--- config.mk ---
export PLATFORM = sky130hd
export DESIGN_NAME = branch_resolve_queue
export DESIGN_NICKNAME = d
export VERILOG_FILES = /design/src/rtl/rv32i_types.sv /design/src/rtl/bq_fifo.sv /design/src/rtl/branch_resolve_queue.sv
export SDC_FILE = /design/constraint.sdc
export NUM_CORES = 1
export LEC_CHECK = 0
export CORE_MARGIN = 2
export CORE_UTILIZATION = 55
export CTS_CLUSTER_DIAMETER = 200
export DETAILED_ROUTE_END_ITERATION = 10
export PLACE_DENSITY = 0.89
export SYNTH_ARGS = -nofsm -noshare
export SYNTH_HDL_FRONTEND = slang
export SYNTH_HIERARCHICAL = 1
export SYNTH_SLANG_ARGS = --single-unit
--- constraint.sdc ---
create_clock -name clk -period 7.2 [get_ports clk]
set_input_delay 1.08 -clock clk [delete_from_list [all_inputs] [get_ports clk]]
set_output_delay 1.08 -clock clk [all_outputs]
set_load 0.01 [all_outputs]
--- src/rtl/rv32i_types.sv ---
// Shared branch-prediction types: 2-bit local table state and the in-flight
// branch queue entry carried from fetch to execute.
package rv32i_types;

  typedef enum logic [1:0] {
    snt = 2'b00,
    wnt = 2'b01,
    wt  = 2'b10,
    st  = 2'b11
  } prediction_t;

  typedef struct packed {
    logic [31:0] pc;
    prediction_t prediction;
    logic [31:0] pc_prediction;
  } bq_entry_t;

endpackage

--- src/rtl/bq_fifo.sv ---
// Circular buffer of bq_entry_t with push/pop gating and a flush that wins
// over both push and pop on the same edge.
module bq_fifo
  import rv32i_types::*;
#(
  parameter  int DEPTH = 4,
  localparam int PTR_W = $clog2(DEPTH)
) (
  input  logic             clk,
  input  logic             rst,
  input  logic             push,
  input  bq_entry_t        wdata,
  input  logic             pop,
  input  logic             flush,
  output bq_entry_t        rdata,
  output logic             full,
  output logic             empty,
  output logic [PTR_W:0]   count
);

  bq_entry_t        mem [DEPTH];
  logic [PTR_W-1:0] head, tail;
  logic [PTR_W:0]   cnt;
  logic             push_ok, pop_ok;

  assign full    = (cnt == (PTR_W+1)'(DEPTH));
  assign empty   = (cnt == '0);
  assign count   = cnt;
  assign push_ok = push && !full;
  assign pop_ok  = pop && !empty;
  assign rdata   = mem[head];

  always_ff @(posedge clk or negedge rst) begin
    if (!rst) begin
      head <= '0;
      tail <= '0;
      cnt  <= '0;
    end else if (flush) begin
      head <= '0;
      tail <= '0;
      cnt  <= '0;
    end else begin
      if (push_ok) tail <= tail + PTR_W'(1);
      if (pop_ok)  head <= head + PTR_W'(1);
      case ({push_ok, pop_ok})
        2'b10:   cnt <= cnt + (PTR_W+1)'(1);
        2'b01:   cnt <= cnt - (PTR_W+1)'(1);
        default: cnt <= cnt;
      endcase
    end
  end

  // Payload needs no reset; occupancy alone decides what is valid.
  always_ff @(posedge clk) begin
    if (push_ok && !flush) mem[tail] <= wdata;
  end

endmodule

--- src/rtl/branch_resolve_queue.sv ---
// In-order queue of in-flight branch predictions; resolves the head against
// execute results, trains the local table and redirects fetch on a wrong next PC.
module branch_resolve_queue
  import rv32i_types::*;
#(
  parameter  int DEPTH = 4,
  localparam int PTR_W = $clog2(DEPTH)
) (
  input  logic              clk,
  input  logic              rst,
  input  logic              fetch_valid,
  input  logic [31:0]       fetch_pc,
  input  logic [1:0]        fetch_prediction,
  input  logic [31:0]       fetch_pc_prediction,
  output logic              full,
  output logic              empty,
  output logic [PTR_W:0]    count,
  input  logic              resolve_valid,
  input  logic [31:0]       resolve_pc,
  input  logic              resolve_is_branch,
  input  logic              resolve_taken,
  input  logic [31:0]       resolve_target,
  output logic              update,
  output logic              correct,
  output logic [31:0]       pc_update,
  output logic [1:0]        previous_prediction,
  output logic [31:0]       calculated_target,
  output logic              redirect,
  output logic [31:0]       redirect_pc,
  output logic              order_err
);

  bq_entry_t   wentry, head;
  logic        pop_fire, pred_taken, mispredict, flush;
  logic [31:0] actual_next;

  assign wentry = '{pc: fetch_pc, prediction: prediction_t'(fetch_prediction),
                    pc_prediction: fetch_pc_prediction};

  bq_fifo #(.DEPTH(DEPTH)) u_fifo (
    .clk   (clk),
    .rst   (rst),
    .push  (fetch_valid),
    .wdata (wentry),
    .pop   (resolve_valid),
    .flush (flush),
    .rdata (head),
    .full  (full),
    .empty (empty),
    .count (count)
  );

  assign pop_fire    = resolve_valid && !empty;
  assign pred_taken  = (head.prediction == wt) || (head.prediction == st);
  assign actual_next = (resolve_is_branch && resolve_taken) ? resolve_target : head.pc + 32'd4;
  // Non-branches mispredict too when the table aliased them to a taken target.
  assign mispredict  = (head.pc_prediction != actual_next);
  assign flush       = pop_fire && mispredict;

  always_ff @(posedge clk or negedge rst) begin
    if (!rst) begin
      update              <= 1'b0;
      correct             <= 1'b0;
      pc_update           <= '0;
      previous_prediction <= snt;
      calculated_target   <= '0;
      redirect            <= 1'b0;
      redirect_pc         <= '0;
      order_err           <= 1'b0;
    end else begin
      update   <= pop_fire && resolve_is_branch;
      redirect <= flush;
      if (pop_fire) begin
        correct             <= (pred_taken == resolve_taken);
        pc_update           <= head.pc;
        previous_prediction <= head.prediction;
        calculated_target   <= resolve_target;
        if (mispredict) redirect_pc <= actual_next;
        if (resolve_pc != head.pc) order_err <= 1'b1;
      end
    end
  end

endmodule

Yosys cells after proc, flatten, opt, wreduce, memory -nomap -nowiden
Memories as Yosys holds them, arrays and structs flattened.
Index checks and enable logic that the tools add are counted.
Operators by class
  add/sub/neg operators: 5
  eq/ne operators: 8
  mux-type cells: 9
  reduce and logical (&&, ||, !) cells: 16
Operator list (count)
  32-bit != test: 2
  32-bit by 3-bit adder with 32-bit output (second input constant): 1
  32-bit 2-to-1 mux: 1
  2-bit 2-to-1 mux: 4
  2-bit == test (second input constant): 3
  1-bit logical AND: 6
  3-bit one-hot mux with 2 select lines: 1
  2-bit by 1-bit adder with 2-bit output (second input constant): 2
  2-bit AND reduction: 2
  2-bit nonzero test: 2
  3-bit by 1-bit adder with 3-bit output (second input constant): 1
  3-bit == test (second input constant): 1
  1-bit zero test: 3
  3-bit zero test: 1
  3-bit 2-to-1 mux: 1
  3-bit nonzero test: 1
  3-bit by 1-bit subtractor with 3-bit output (second input constant): 1
  2-bit by 1-bit == test with 1-bit output (second input constant): 1
  1-bit 2-to-1 mux: 2
  1-bit == test: 1
  1-bit logical OR: 1
Storage, ports and cells
  bits in registers: 109
  RAM bits: 264
  input bits: 136
  output and inout bits: 107
  word-level logic and storage cells: 50
  memories: 1
Memories
  u_fifo.mem: depth 4, bits a word 66, rd ports 1, clocked after memory_dff 0, write ports 1, line bq_fifo.sv:21  | bq_entry_t mem [DEPTH];

Logic depth before layout (Yosys ltp)
An unclocked memory read counts as a cell.
  depth in word-level cells: 9
  mapped depth: 18
  mapped depth without buffers: 12

By module
The synthesis kept the hierarchy.
Modules (own cells, without submodules)
  bq_fifo: times used 1, cells an instance 409, area each 10085.9 um2
  branch_resolve_queue: times used 1, cells an instance 661, area each 6588.8 um2

Worst setup path after synthesis
OpenSTA, ideal clock, no wires.
  kind: flip-flop to flip-flop
  start: register u_fifo.head[0]
  end: memory u_fifo/mem[0][0] in the netlist's numbering (enable)
  library setup time: 0.431 ns
  arrival: 5.708 ns
  data required time: 6.769 ns
  path slack: 1.061 ns
  stages on the path, launching flop included: 18
  buffers on the path: 6
  clock period less this slack: 6.139 ns
  cell sequence: dfrtp_1 > buf_6 > buf_12 > buf_12 > mux4_2 > ha_1 > nand3_2 > or4_4 > or4_1 > buf_2 > a221oi_2 > o2111ai_1 > nor4_2 > a21oi_2 > buf_6 > clkbuf_1 > nor3b_1 > and2_1
RTL lines
  start: declaration: line bq_fifo.sv:22  | logic [PTR_W-1:0] head, tail;
  start signal: assignment: line bq_fifo.sv:44  | if (pop_ok) head <= head + PTR_W'(1);
  end: declaration: line bq_fifo.sv:21

==> impl_metrics.csv <==
group,metric,value,unit
power,p_leak,7.18,nW
clocking,root_buffer,"clkbuf_16",
global_route,grt_pass1_wl,66.1,mm
synthesis,syn_avg_cell_area,15.6,um^2
critical_path,crit_arrival,6.34,ns
critical_path,path_max_fanout,34,
power,ir_drop,0.000216,V
synthesis,synth-seq-area-share,0.639,
critical_path,start_kind,"flip-flop",
clocking,cts_resized,0,
final_layout,num_antenna_cells,0,
synthesis,yosys_warnings,6,
global_route,grt-ovfl-total,0,
clocking,cts_setup_buffers,0,
critical_path,worstPathRequired,7.39,ns
final_layout,drive_above_1_share,0.185,
sta,maxSlewViolCount,0,
power,power,8.47,mW
drt,drtIter0Drc,1334,
drt,wl_per_cell,26.1,um
synthesis,synthCells,1070,
power,powerDensity,411,mW/mm^2
sta,finalCriticalPeriod,6.15,ns
clocking,cts_made_buffers,38,
die,die_area,0.0317,mm^2
clocking,cts.sinks,373,
drt,route.vias.total,10800,
drt,ant_nets,0,
final_layout,layout-area-overhead-vs-synth,23.6,%
sta,setup_viol_count_final,0,
synthesis,synth_edf_count,264,
status,status,"finished, final reports clean",
sta,tightest_slew,1.09,ns
drt,drc_errors,0,
synthesis,synth_flop_cell,"edfxtp_1",
die,die_height,178,um
run,maxCapViolCount,0,
die,num_rows,63,
worst_hold_path,hp-class,"reg -> reg",
global_route,grtUsageTotal,0.285,
global_route,grt_pass1_vias,10800,
place,io_buffers,242,
critical_path,cp-end-kind,"flip-flop",
sta,slew_headroom,0.268,
sta,period_share,0.854,
clocking,clock_path_buffers,3,
clocking,cts_hold_buf,0,
clocking,cts_tree,"done",
critical_path,worstSetupPathType,"reg -> reg",
place,place.gp.congestion,0.950,
sta,rsz0062_at_grt,"no",
sta,fmax,163,MHz
global_route,grt_max_degree,77,
drt,drt_first_pass_iters,5,
global_route,antenna_found_initial,0,
synthesis,yosysUniqueCellTypes,71,
clocking,clk_pin_slew,0.06,ns
clocking,htreeDepth,2,
die,io_pins,243,
synthesis,syn_area,0.0167,mm^2
sta,hold_violations,0,
final_layout,fin_nets,1443,
final_layout,stdcell_area,0.0206,mm^2
synthesis,syn_nets,1212,
synthesis,async_reset_ff_frac,0.292,
die,die_w,178,um
clocking,clkLatencyLatePin,0.52,ns
place,dpl_cell_area,0.0194,mm^2
drt,vias_per_cell,6.26,
drt,wirelength,44.8,mm
sta,fin_setup_tns,0,ns
synthesis,synth_seq_cells,373,
place,hpwl,31.6,mm
final_layout,fill_cells,1868,
die,core-area,0.0297,mm^2
sta,finalClockSkew,0.0175,ns
die,start_util,0.561,
[area by class of cell]
| cell class | count | area, um^2 | share of cell area |
|---|---|---|---|
| sequential | 373 | 10700 | 0.517 |
| inverter | 25 | 93.8 | 0.00455 |
| clock buffer | 54 | 1050 | 0.0511 |
| multi-input combinational | 603 | 5560 | 0.270 |
| clock inverter | 15 | 170 | 0.00826 |
| tap | 390 | 488 | 0.0237 |
| timing repair buffer | 260 | 2580 | 0.125 |
[synth_stat cells, drive strengths merged, types with 3 or more instances]
library cell  number  share of area
nor3b              3         0.0014
edfxtp           264           0.48
buf               45          0.018
o22ai              5         0.0019
mux2              86          0.063
and4b              3         0.0018
nor2b              8         0.0030
clkbuf            24         0.0054
o221ai             4         0.0021
inv               25         0.0056
nor3              15         0.0048
or3                4         0.0015
nand3b             6         0.0027
xor2              26          0.014
nand2             56          0.013
a311oi             3         0.0016
and2               7         0.0026
and3               9         0.0034
nand4             22         0.0086
a2111oi            5         0.0026
dfrtp            109           0.16
o31ai              4         0.0018
nand3             12         0.0042
xnor2             68          0.036
a211oi             7         0.0032
ha                 5         0.0038
o2111ai            5         0.0026
a31oi              7         0.0026
or4                6         0.0029
o21ai             37          0.011
mux4              66          0.089
or2                3         0.0011
nor4              14         0.0060
nand2b            12         0.0045
nor2              35         0.0079
mux2i             12         0.0072
a21oi             22         0.0068
a221oi             3         0.0020
[per-layer routing]
metal	up-vias	global-route usage	wire (um)
met3	108	0.0642	4660
met4	0	0.0929	1420
li1	4563	-	-
met2	690	0.449	21000
met5	-	0	0
met1	5402	0.399	17700
[power by group]
part,switching (mW),leakage [nW],internal (mW)
Clock,0.800,0.589,1.14
Combinational,1.75,2.90,1.63
Sequential,0.312,3.69,2.84
[layout by cell type (no fill, tap or decap), types with 26 or more instances in the layout]
cell / n
mux4_2: 66
xnor2_1: 68
clkbuf_16: 39
o21ai_0: 35
mux2_2: 64
nor2_1: 35
dfrtp_1: 107
nand2_1: 56
xor2_1: 26
clkdlybuf4s50_1: 241
edfxtp_1: 264
[critical path: stages, from the launching register on]
cell     delay (ns)
dfrtp_2        0.81
mux4_2         0.46
ha_1           0.23
nand3_2        0.25
nor4_1         1.00
nand4_1        0.38
and4b_1        0.31
nor4_1         0.27
nand3_1        0.17
nor4_2         0.30
a21oi_4        0.13
nor3b_1        0.41
and2_2         0.72
buf_12         0.31
[registers in the layout, summed over array words and instances, names as in the netlist, 2 cells and up]
signal	cells
pc_update	32
u_fifo/mem	264
u_fifo/tail	2
redirect_pc	32
u_fifo/count	3
u_fifo/head	2
previous_prediction	2
calculated_target	32
[stage by stage]
step / util / setup WS [ns] / cells / hold slack, ns
6_report: 0.693 / 1.05 / 1720 / 0.484
5_1_grt: 0.693 / 0.611 / 1720 / 0.501
3_5_place_dp: 0.652 / 1.08 / 1651 / 0.463
2_1_floorplan: - / 1.06 / 1070 / 0.512
3_3_place_gp: 0.652 / 1.31 / 1651 / 0.460
4_1_cts: 0.693 / 1.13 / 1720 / 0.484
[worst paths after layout]
kind	startpoint	cells after the start	slack (ns)	to
min in group asynchronous	rst	1	0.60	calculated_target[14]
worst max-delay path	u_fifo/head[1]	13	1.05	u_fifo/mem[3][30]
worst max register to register	u_fifo/head[1]	13	1.05	u_fifo/mem[3][30]
worst min-delay path	pc_update[29]	2	0.48	pc_update[29]
max in group asynchronous	rst	2	5.22	u_fifo/head[1]
worst min register to register	pc_update[29]	2	0.48	pc_update[29]
[cells by family after synthesis]
group | share of synthesized area
flops | 0.639
fa+ha+maj | 0.00495
mux | 0.159
buf+inv | 0.0291
simple gates | 0.0707
compound gates | 0.0479
xor+xnor | 0.0494
(Power assumes the default switching activity.)
